==> src/rtl/iq_prog_delay_if.sv <==
`default_nettype none
// ============================================================================
// Module   : iq_prog_delay_if
// Brief    : Sample stream, delay configuration and status bundle for
//            iq_prog_delay.
// Revision : 1.0  initial release
// ============================================================================
interface iq_prog_delay_if #(
  parameter int W    = 18,
  parameter int NCH  = 4,
  parameter int MAXD = 16
);
  localparam int DW = $clog2(MAXD + 1);
  localparam int CW = (NCH > 1) ? $clog2(NCH) : 1;

  logic                din_valid;
  logic [NCH*W-1:0]    dinI;
  logic [NCH*W-1:0]    dinQ;
  logic                cfg_we;
  logic [CW-1:0]       cfg_ch;
  logic [DW-1:0]       cfg_delay;
  logic                dout_valid;
  logic [NCH*W-1:0]    doutI;
  logic [NCH*W-1:0]    doutQ;
  logic [NCH-1:0]      chan_blank;
  logic [NCH*DW-1:0]   delay_cur;

  modport master (
    output din_valid, dinI, dinQ, cfg_we, cfg_ch, cfg_delay,
    input  dout_valid, doutI, doutQ, chan_blank, delay_cur
  );

  modport slave (
    input  din_valid, dinI, dinQ, cfg_we, cfg_ch, cfg_delay,
    output dout_valid, doutI, doutQ, chan_blank, delay_cur
  );
endinterface
`default_nettype wire

==> src/rtl/iq_prog_delay.sv <==
`default_nettype none
// ============================================================================
// Module   : iq_prog_delay
// Brief    : Multi-channel I/Q delay line, each channel delayed by its own
//            programmable 0..MAXD valid samples. Define DELAY_BLANK_EN to
//            blank a channel for MAXD valid samples after its delay changes.
// Revision : 1.0  initial release
// ============================================================================
module iq_prog_delay #(
  parameter int W         = 18,
  parameter int NCH       = 4,
  parameter int MAXD      = 16,
  parameter int DEF_DELAY = 2
) (
  input  wire logic      clk,
  input  wire logic      rst,
  iq_prog_delay_if.slave bus
);
  localparam int DW = $clog2(MAXD + 1);
  localparam int PW = (MAXD > 1) ? $clog2(MAXD) : 1;
  localparam int CW = (NCH > 1) ? $clog2(NCH) : 1;

  localparam logic [DW-1:0] C_MAXD  = DW'(MAXD);
  localparam logic [DW:0]   C_MAXD1 = (DW + 1)'(MAXD);
  localparam logic [DW-1:0] C_DEF   = DW'(DEF_DELAY);
  localparam logic [PW-1:0] C_WLAST = PW'(MAXD - 1);

  logic [PW-1:0] r_wptr;
  logic          w_cfg_ok;
  logic [DW-1:0] w_cfg_val;

  // (wptr - d) mod MAXD, kept non-negative by biasing with MAXD first
  function automatic logic [PW-1:0] rd_index(input logic [PW-1:0] wp,
                                             input logic [DW-1:0] d);
    logic [DW:0] s;
    s = {1'b0, DW'(wp)} + C_MAXD1 - {1'b0, d};
    if (s >= C_MAXD1) s = s - C_MAXD1;
    return s[PW-1:0];
  endfunction

  assign w_cfg_ok  = bus.cfg_we && (32'(bus.cfg_ch) < NCH);
  assign w_cfg_val = (bus.cfg_delay > C_MAXD) ? C_MAXD : bus.cfg_delay;

  always_ff @(posedge clk or posedge rst) begin
    if (rst) begin
      r_wptr         <= '0;
      bus.dout_valid <= 1'b0;
    end else begin
      bus.dout_valid <= bus.din_valid;
      if (bus.din_valid) r_wptr <= (r_wptr == C_WLAST) ? '0 : r_wptr + PW'(1);
    end
  end

  for (genvar c = 0; c < NCH; c++) begin : g_ch
    logic [2*W-1:0] r_mem [MAXD];
    logic [DW-1:0]  r_delay;
    logic [W-1:0]   r_outI;
    logic [W-1:0]   r_outQ;
    logic [W-1:0]   w_inI;
    logic [W-1:0]   w_inQ;
    logic [PW-1:0]  w_ridx;
    logic           w_sel;
    logic           w_blank;

    assign w_inI  = bus.dinI[c*W +: W];
    assign w_inQ  = bus.dinQ[c*W +: W];
    assign w_sel  = w_cfg_ok && (bus.cfg_ch == CW'(c));
    assign w_ridx = rd_index(r_wptr, r_delay);

    always_ff @(posedge clk or posedge rst) begin
      if (rst)        r_delay <= C_DEF;
      else if (w_sel) r_delay <= w_cfg_val;
    end

    always_ff @(posedge clk or posedge rst) begin
      if (rst) begin
        for (int i = 0; i < MAXD; i++) r_mem[i] <= '0;
      end else if (bus.din_valid) begin
        r_mem[r_wptr] <= {w_inI, w_inQ};
      end
    end

`ifdef DELAY_BLANK_EN
    logic [DW-1:0] r_blank;

    // A reload takes priority over the per-sample decrement
    always_ff @(posedge clk or posedge rst) begin
      if (rst)
        r_blank <= '0;
      else if (w_sel && (w_cfg_val != r_delay))
        r_blank <= C_MAXD;
      else if (bus.din_valid && (r_blank != '0))
        r_blank <= r_blank - DW'(1);
    end

    assign w_blank = (r_blank != '0);
`else
    assign w_blank = 1'b0;
`endif

    // Read happens before this cycle's write, so delay 0 bypasses the buffer
    always_ff @(posedge clk or posedge rst) begin
      if (rst) begin
        r_outI <= '0;
        r_outQ <= '0;
      end else if (bus.din_valid) begin
        if (w_blank) begin
          r_outI <= '0;
          r_outQ <= '0;
        end else if (r_delay == '0) begin
          r_outI <= w_inI;
          r_outQ <= w_inQ;
        end else begin
          {r_outI, r_outQ} <= r_mem[w_ridx];
        end
      end
    end

    assign bus.doutI[c*W +: W]      = r_outI;
    assign bus.doutQ[c*W +: W]      = r_outQ;
    assign bus.chan_blank[c]        = w_blank;
    assign bus.delay_cur[c*DW +: DW] = r_delay;
  end
endmodule
`default_nettype wire

==> src/flat_wrapper.sv <==
// flat-port wrapper written by rule: the top's interface ports become plain ports
module iq_prog_delay_flat 
#(
  parameter int W         = 18,
  parameter int NCH       = 4,
  parameter int MAXD      = 16,
  parameter int DEF_DELAY = 2
)
  (clk, rst, bus_din_valid, bus_dinI, bus_dinQ, bus_cfg_we, bus_cfg_ch, bus_cfg_delay, bus_dout_valid, bus_doutI, bus_doutQ, bus_chan_blank, bus_delay_cur);
  iq_prog_delay_if #(.W(W), .NCH(NCH), .MAXD(MAXD)) bus_i ();
  input  wire logic clk;
  input  wire logic rst;
  input wire logic [$bits(bus_i.din_valid)-1:0] bus_din_valid;
  input wire logic [$bits(bus_i.dinI)-1:0] bus_dinI;
  input wire logic [$bits(bus_i.dinQ)-1:0] bus_dinQ;
  input wire logic [$bits(bus_i.cfg_we)-1:0] bus_cfg_we;
  input wire logic [$bits(bus_i.cfg_ch)-1:0] bus_cfg_ch;
  input wire logic [$bits(bus_i.cfg_delay)-1:0] bus_cfg_delay;
  output wire logic [$bits(bus_i.dout_valid)-1:0] bus_dout_valid;
  output wire logic [$bits(bus_i.doutI)-1:0] bus_doutI;
  output wire logic [$bits(bus_i.doutQ)-1:0] bus_doutQ;
  output wire logic [$bits(bus_i.chan_blank)-1:0] bus_chan_blank;
  output wire logic [$bits(bus_i.delay_cur)-1:0] bus_delay_cur;
  assign bus_i.din_valid = bus_din_valid;
  assign bus_i.dinI = bus_dinI;
  assign bus_i.dinQ = bus_dinQ;
  assign bus_i.cfg_we = bus_cfg_we;
  assign bus_i.cfg_ch = bus_cfg_ch;
  assign bus_i.cfg_delay = bus_cfg_delay;
  assign bus_dout_valid = bus_i.dout_valid;
  assign bus_doutI = bus_i.doutI;
  assign bus_doutQ = bus_i.doutQ;
  assign bus_chan_blank = bus_i.chan_blank;
  assign bus_delay_cur = bus_i.delay_cur;
  iq_prog_delay #(.W(W), .NCH(NCH), .MAXD(MAXD), .DEF_DELAY(DEF_DELAY)) u_core (.clk(clk), .rst(rst), .bus(bus_i));
endmodule
==> config.mk <==
export PLATFORM = sky130hd
export DESIGN_NAME = iq_prog_delay_flat
export DESIGN_NICKNAME = d
export VERILOG_FILES = /design/src/rtl/iq_prog_delay_if.sv /design/src/rtl/iq_prog_delay.sv /design/src/flat_wrapper.sv
export SDC_FILE = /design/constraint.sdc
export NUM_CORES = 2
export LEC_CHECK = 0
export CORE_ASPECT_RATIO = 1.25
export CORE_MARGIN = 5
export CORE_UTILIZATION = 45
export DETAILED_ROUTE_END_ITERATION = 7
export SLEW_MARGIN = 10
export SYNTH_ARGS = -nofsm -noshare
export SYNTH_HDL_FRONTEND = slang
export SYNTH_SLANG_ARGS = --single-unit
==> constraint.sdc <==
create_clock -name clk -period 107.8 [get_ports clk]
set_input_delay 32.34 -clock clk [delete_from_list [all_inputs] [get_ports clk]]
set_output_delay 32.34 -clock clk [all_outputs]
set_load 0.02 [all_outputs]
After elaboration in Yosys (flattened, before gate mapping)
Cells that the tools add are included.
{ "word_totals": {"regBits": 2473, "latch_bits": 0, "ram_bits": 0, "rom_bits": 0, "out_inout_bits": 169, "word_cells": 150, "memories": 0} }
{ "op_classes": {"add_sub_neg": 10, "mul": 0, "div_mod_pow": 0, "n_lt_le_gt_ge": 11, "eq_ne": 4, "shift": 0, "mux": 32, "n_bitwise": 5, "reduce_logical": 10} }
{ "ops": {"columns": ["cell", "count"], "rows": [
  ["576-bit bitwise mux", 4],
  ["36-bit binary-select mux with 4-bit select", 4],
  ["36-bit 2-to-1 mux", 9],
  ["36-bit demux with 4-bit select", 1],
  ["18-bit 2-to-1 mux", 8],
  ["5-bit greater-or-equal comparator, second input constant", 5],
  ["4-bit NOT with 5-bit output", 5],
  ["6-bit by 5-bit greater-or-equal comparator with 1-bit output, second input constant", 4],
  ["6-bit by 5-bit subtractor with 6-bit output", 4],
  ["5-bit zero test", 4],
  ["4-bit 2-to-1 mux", 5],
  ["4-bit by 1-bit subtractor with 4-bit output, second input constant", 4],
  ["4-bit by 5-bit adder with 6-bit output, second input constant", 1],
  ["5-bit greater-than comparator, second input constant", 1],
  ["1-bit logical AND", 5],
  ["5-bit by 1-bit less-than comparator with 1-bit output, second input constant", 1],
  ["5-bit 2-to-1 mux", 1],
  ["4-bit by 1-bit adder with 4-bit output, second input constant", 1],
  ["2-bit == test, second input constant", 2],
  ["4-bit == test, second input constant", 1],
  ["2-bit by 1-bit == test with 1-bit output, second input constant", 1],
  ["2-bit zero test", 1]
]} }

Longest topological paths before layout
{ "logic_depth": {"depth_word": 9, "mapped_depth": 11, "ltp_nobuf": 9} }

Least setup slack after synthesis
Ideal clock, no wire load.
{ "synth_path": {"kind": "input -> register", "start": "input bus_din_valid", "end": "register u_core.g_ch[0].r_mem[432] (netlist bit)", "arrival_time_ns": 33.578, "path_slack_ns": 74.097, "path_stages": 6, "cell_sequence": "nor3b_1 -> and2_1 -> buf_2 -> buf_2 -> buf_4 -> mux2_2"} }
{ "synth_rtl": {"columns": ["item", "line_no", "text"], "rows": [
  ["from (decl)", "flat_wrapper.sv:13", "input wire logic [$bits(bus_i.din_valid)-1:0] bus_din_valid;"],
  ["to (signal, indexed assignment)", "iq_prog_delay.sv:79", "r_mem[r_wptr] <= {w_inI, w_inQ};"],
  ["to (decl)", "iq_prog_delay.sv:55", "logic [2*W-1:0] r_mem [MAXD];"]
]} }

==> impl_metrics.yaml <==
run_status:
  outcome: "finished, final reports clean"
timing:
  report.final.hold_viol_count: 0
  min_period_over_period: 0.350
  timing.setup.tns_ps: 0
  maximum_achievable_frequency_ghz: 0.0265
  worst_pin_slew_ps: 1150
  finClkSkew_ps: 40.8
  finalHoldWorstSlack_ps: 496
  drv_slew: 0
  minimum_clock_period_after_layout_ps: 37760
  relSlewSlack: 0.230
  grt_setup_unrepaired: "false"
  setup-violations-final: 0
detailed_routing:
  drcViolationCount: 0
  route.detailed.wl_per_inst_um: 28.4
  initial_drt_markers: 3953
  totalWireLength_mm: 306
  vias_per_cell: 5.97
  drt_first_pass_iters: 7
  detailroute.via_count: 64246
  antenna_violating_nets_post_route: 0
placed_design:
  gp_weighted_congestion: 0.756
  hpwlAfterDp_mm: 160
  numPortBuffers: 319
logic_synthesis:
  synth.ff_latch_count: 2473
  post_synthesis_sequential_area_ratio: 0.552
  yosys.cell_types.count: 54
  post_synthesis_instance_area_sq_mm: 0.112
  syn_area_per_cell_sq_um: 15.6
  postSynth.asyncResetShare: 1.00
  synth_warnings: 0
  edff_count_synth: 0
  most_used_flip_flop_cell_after_synthesis: "dfrtp_1"
  synthesis.instances: 7202
critical_path:
  timing.setup.critical_path_class: "in2async"
  crit_required_ps: 108690
  timing.rr.start: "u_core.r_wptr[0]$_DFFE_PP0P_"
  reg2reg_slack_ps: 102450
  timing.critical_path.slowest_stage_cell: "buf_4"
  worst_r2r_path_depth: 10
  worstPathMaxFanout: 163
  max_stage_delay_ps: 930
  data_arrival_time_of_the_critical_path_ps: 38650
  worstSetupStartpointType: "input port"
  reg2reg_to: "u_core.g_ch[2].r_outI[2]$_DFFE_PP0P_"
  end_kind: "asynchronous set/reset pin"
  worst_path_most_repeated_cell: "buf_4"
  cp_cell_sequence: "clkdlybuf4s50_1 -> inv_8 -> buf_4 -> buf_12 -> buf_4 -> buf_4 -> buf_4 -> buf_4"
clocking:
  postCtsSetupBuffers: 0
  worstSkewPairLatency_ps: 860
  h-tree-depth: 5
  tritoncts: "done"
  ctsResizeCount: 0
  cts_hold_buffers: 0
  cts_clk_pin_slew_worst_paths_ps: 60
  cts_buffers: 268
  clock_sink_count: 2473
  clock-root-buffer: "clkbuf_16"
  clk_path_buf_depth: 4
power_and_ir_drop:
  power_per_cell_area_mw_per_mm2: 32.1
  ir_drop_v: 0.0000336
  power.total_uw: 4060
  power_leakage_uw: 0.0547
layout:
  layout_commonest_cell: "dfrtp_1"
  post_route_cells_drive_above_1_share: 0.464
  area_growth_pct: 12.7
  finalNetCount: 7425
  most-common-layout-cells: "dfrtp_1, mux2_2, mux4_2, nor2b_1, clkdlybuf4s50_1"
min_path:
  whs_endpoint: "u_core.g_ch[0].r_mem[138]$_DFFE_PP0P_"
  min_path_type: "reg2reg"
  holdPathStages: 1
  worstHoldStart: "u_core.g_ch[0].r_mem[138]$_DFFE_PP0P_"
grt:
  grt_pass1_vias: 69766
  grtUsageTotal: 0.235
  grt_remaining_overflow: 0
  antenna_violations_before_repair: 49
  grt_start_max_net_pins: 179
  grt_pass1_wl_mm: 465
floorplanning:
  die_h_um: 568
  floorplan.rows: 205
  num_io_pins: 324
  chipWidth_um: 457
  area_of_the_core_sq_mm: 0.249
  dieArea_sq_mm: 0.259
  start_util: 0.451
run:
  timing.max_cap.violations: 0
## logic make-up (layout without fill, tap and decap cells)
kind of cell               count (synthesis)  count (layout)  share of synthesized area
muxes                                   2916            2916                      0.351
adders and majority gates                 20              20                    0.00250
buffers and inverters                    684             912                     0.0293
and+or+nand+nor                          520             520                     0.0267
xor gates and xnor gates                  13              13                    0.00132
other                                      1              27                  0.0000334
AOI/OAI and AO/OA                        575             575                     0.0375
DFF                                     2473            2473                      0.552
## synthesized netlist by cell type, drive strengths merged (28+ instances only)
| master | n | area, sq um |
|---|---|---|
| mux2 | 2312 | 26000 |
| dfrtp | 2469 | 61800 |
| a221oi | 108 | 946 |
| nand2 | 116 | 435 |
| nor2b | 337 | 2110 |
| o31ai | 120 | 901 |
| a2111oi | 108 | 950 |
| buf | 339 | 1800 |
| o21ai | 53 | 269 |
| mux4 | 576 | 13000 |
| clkbuf | 322 | 1310 |
| mux2i | 28 | 280 |
| a21oi | 114 | 571 |
## worst max-delay path by stage
stage                     startpoint                               endpoint  cells after the start
after CTS                        rst  u_core.g_ch[3].r_mem[162]$_DFFE_PP0P_                      8
after detailed placement         rst  u_core.g_ch[3].r_mem[126]$_DFFE_PP0P_                      8
final                            rst  u_core.g_ch[3].r_mem[277]$_DFFE_PP0P_                      8
after global routing             rst  u_core.g_ch[3].r_mem[326]$_DFFE_PP0P_                      8
after global placement           rst  u_core.g_ch[3].r_mem[270]$_DFFE_PP0P_                      8
after floorplan                  rst        u_core.bus.dout_valid$_DFF_PP0_                      1
## power breakdown
| part | total, uW | switching [uW] | internal, uW |
|---|---|---|---|
| logic | 1570 | 701 | 864 |
| registers | 1580 | 224 | 1360 |
| clock network | 913 | 377 | 536 |
| total | 4060 | 1300 | 2760 |
## state kept, by name, summed over array words and instances, names as in the netlist
register               cells
u_core.g_ch.r_delay       20
u_core.bus.dout_valid      1
u_core.r_wptr              4
u_core.g_ch.r_outI        72
u_core.g_ch.r_mem       2304
u_core.g_ch.r_outQ        72
## final cells by class
type                       instances  area [sq um]
antenna                           23          57.6
clock buffer                     393          7900
clock inverter                    60           691
fill                           20849        122000
inverter                          18          75.1
multi-input combinational       4048         47400
sequential                      2473         61900
tap                             3312          4140
timing repair buffer             441          4260
## stage by stage
stage | instance area [sq um] | worst slack (ps) | cells | utilization
after CTS | 126000 | 69870 | 10745 | 0.508
final | 126000 | 70040 | 10768 | 0.508
after global routing | 126000 | 69040 | 10755 | 0.508
after detailed placement | 118000 | 68960 | 10292 | 0.473
after floorplan | 112000 | 5570 | 7205 | -
after global placement | 118000 | 69260 | 10292 | 0.473
## per-layer routing
layer | wire length [um] | vias to the layer above | global-route usage
li1 | - | 27073 | -
met1 | 130000 | 35274 | 0.316
met2 | 150000 | 1357 | 0.389
met3 | 16400 | 514 | 0.0457
met4 | 9570 | 28 | 0.0672
met5 | 182 | - | 0
## critical path: cells and delay by family
family                 cells  cell delay, ps
buffers and inverters      8            5810
(Power assumes the default switching activity.)
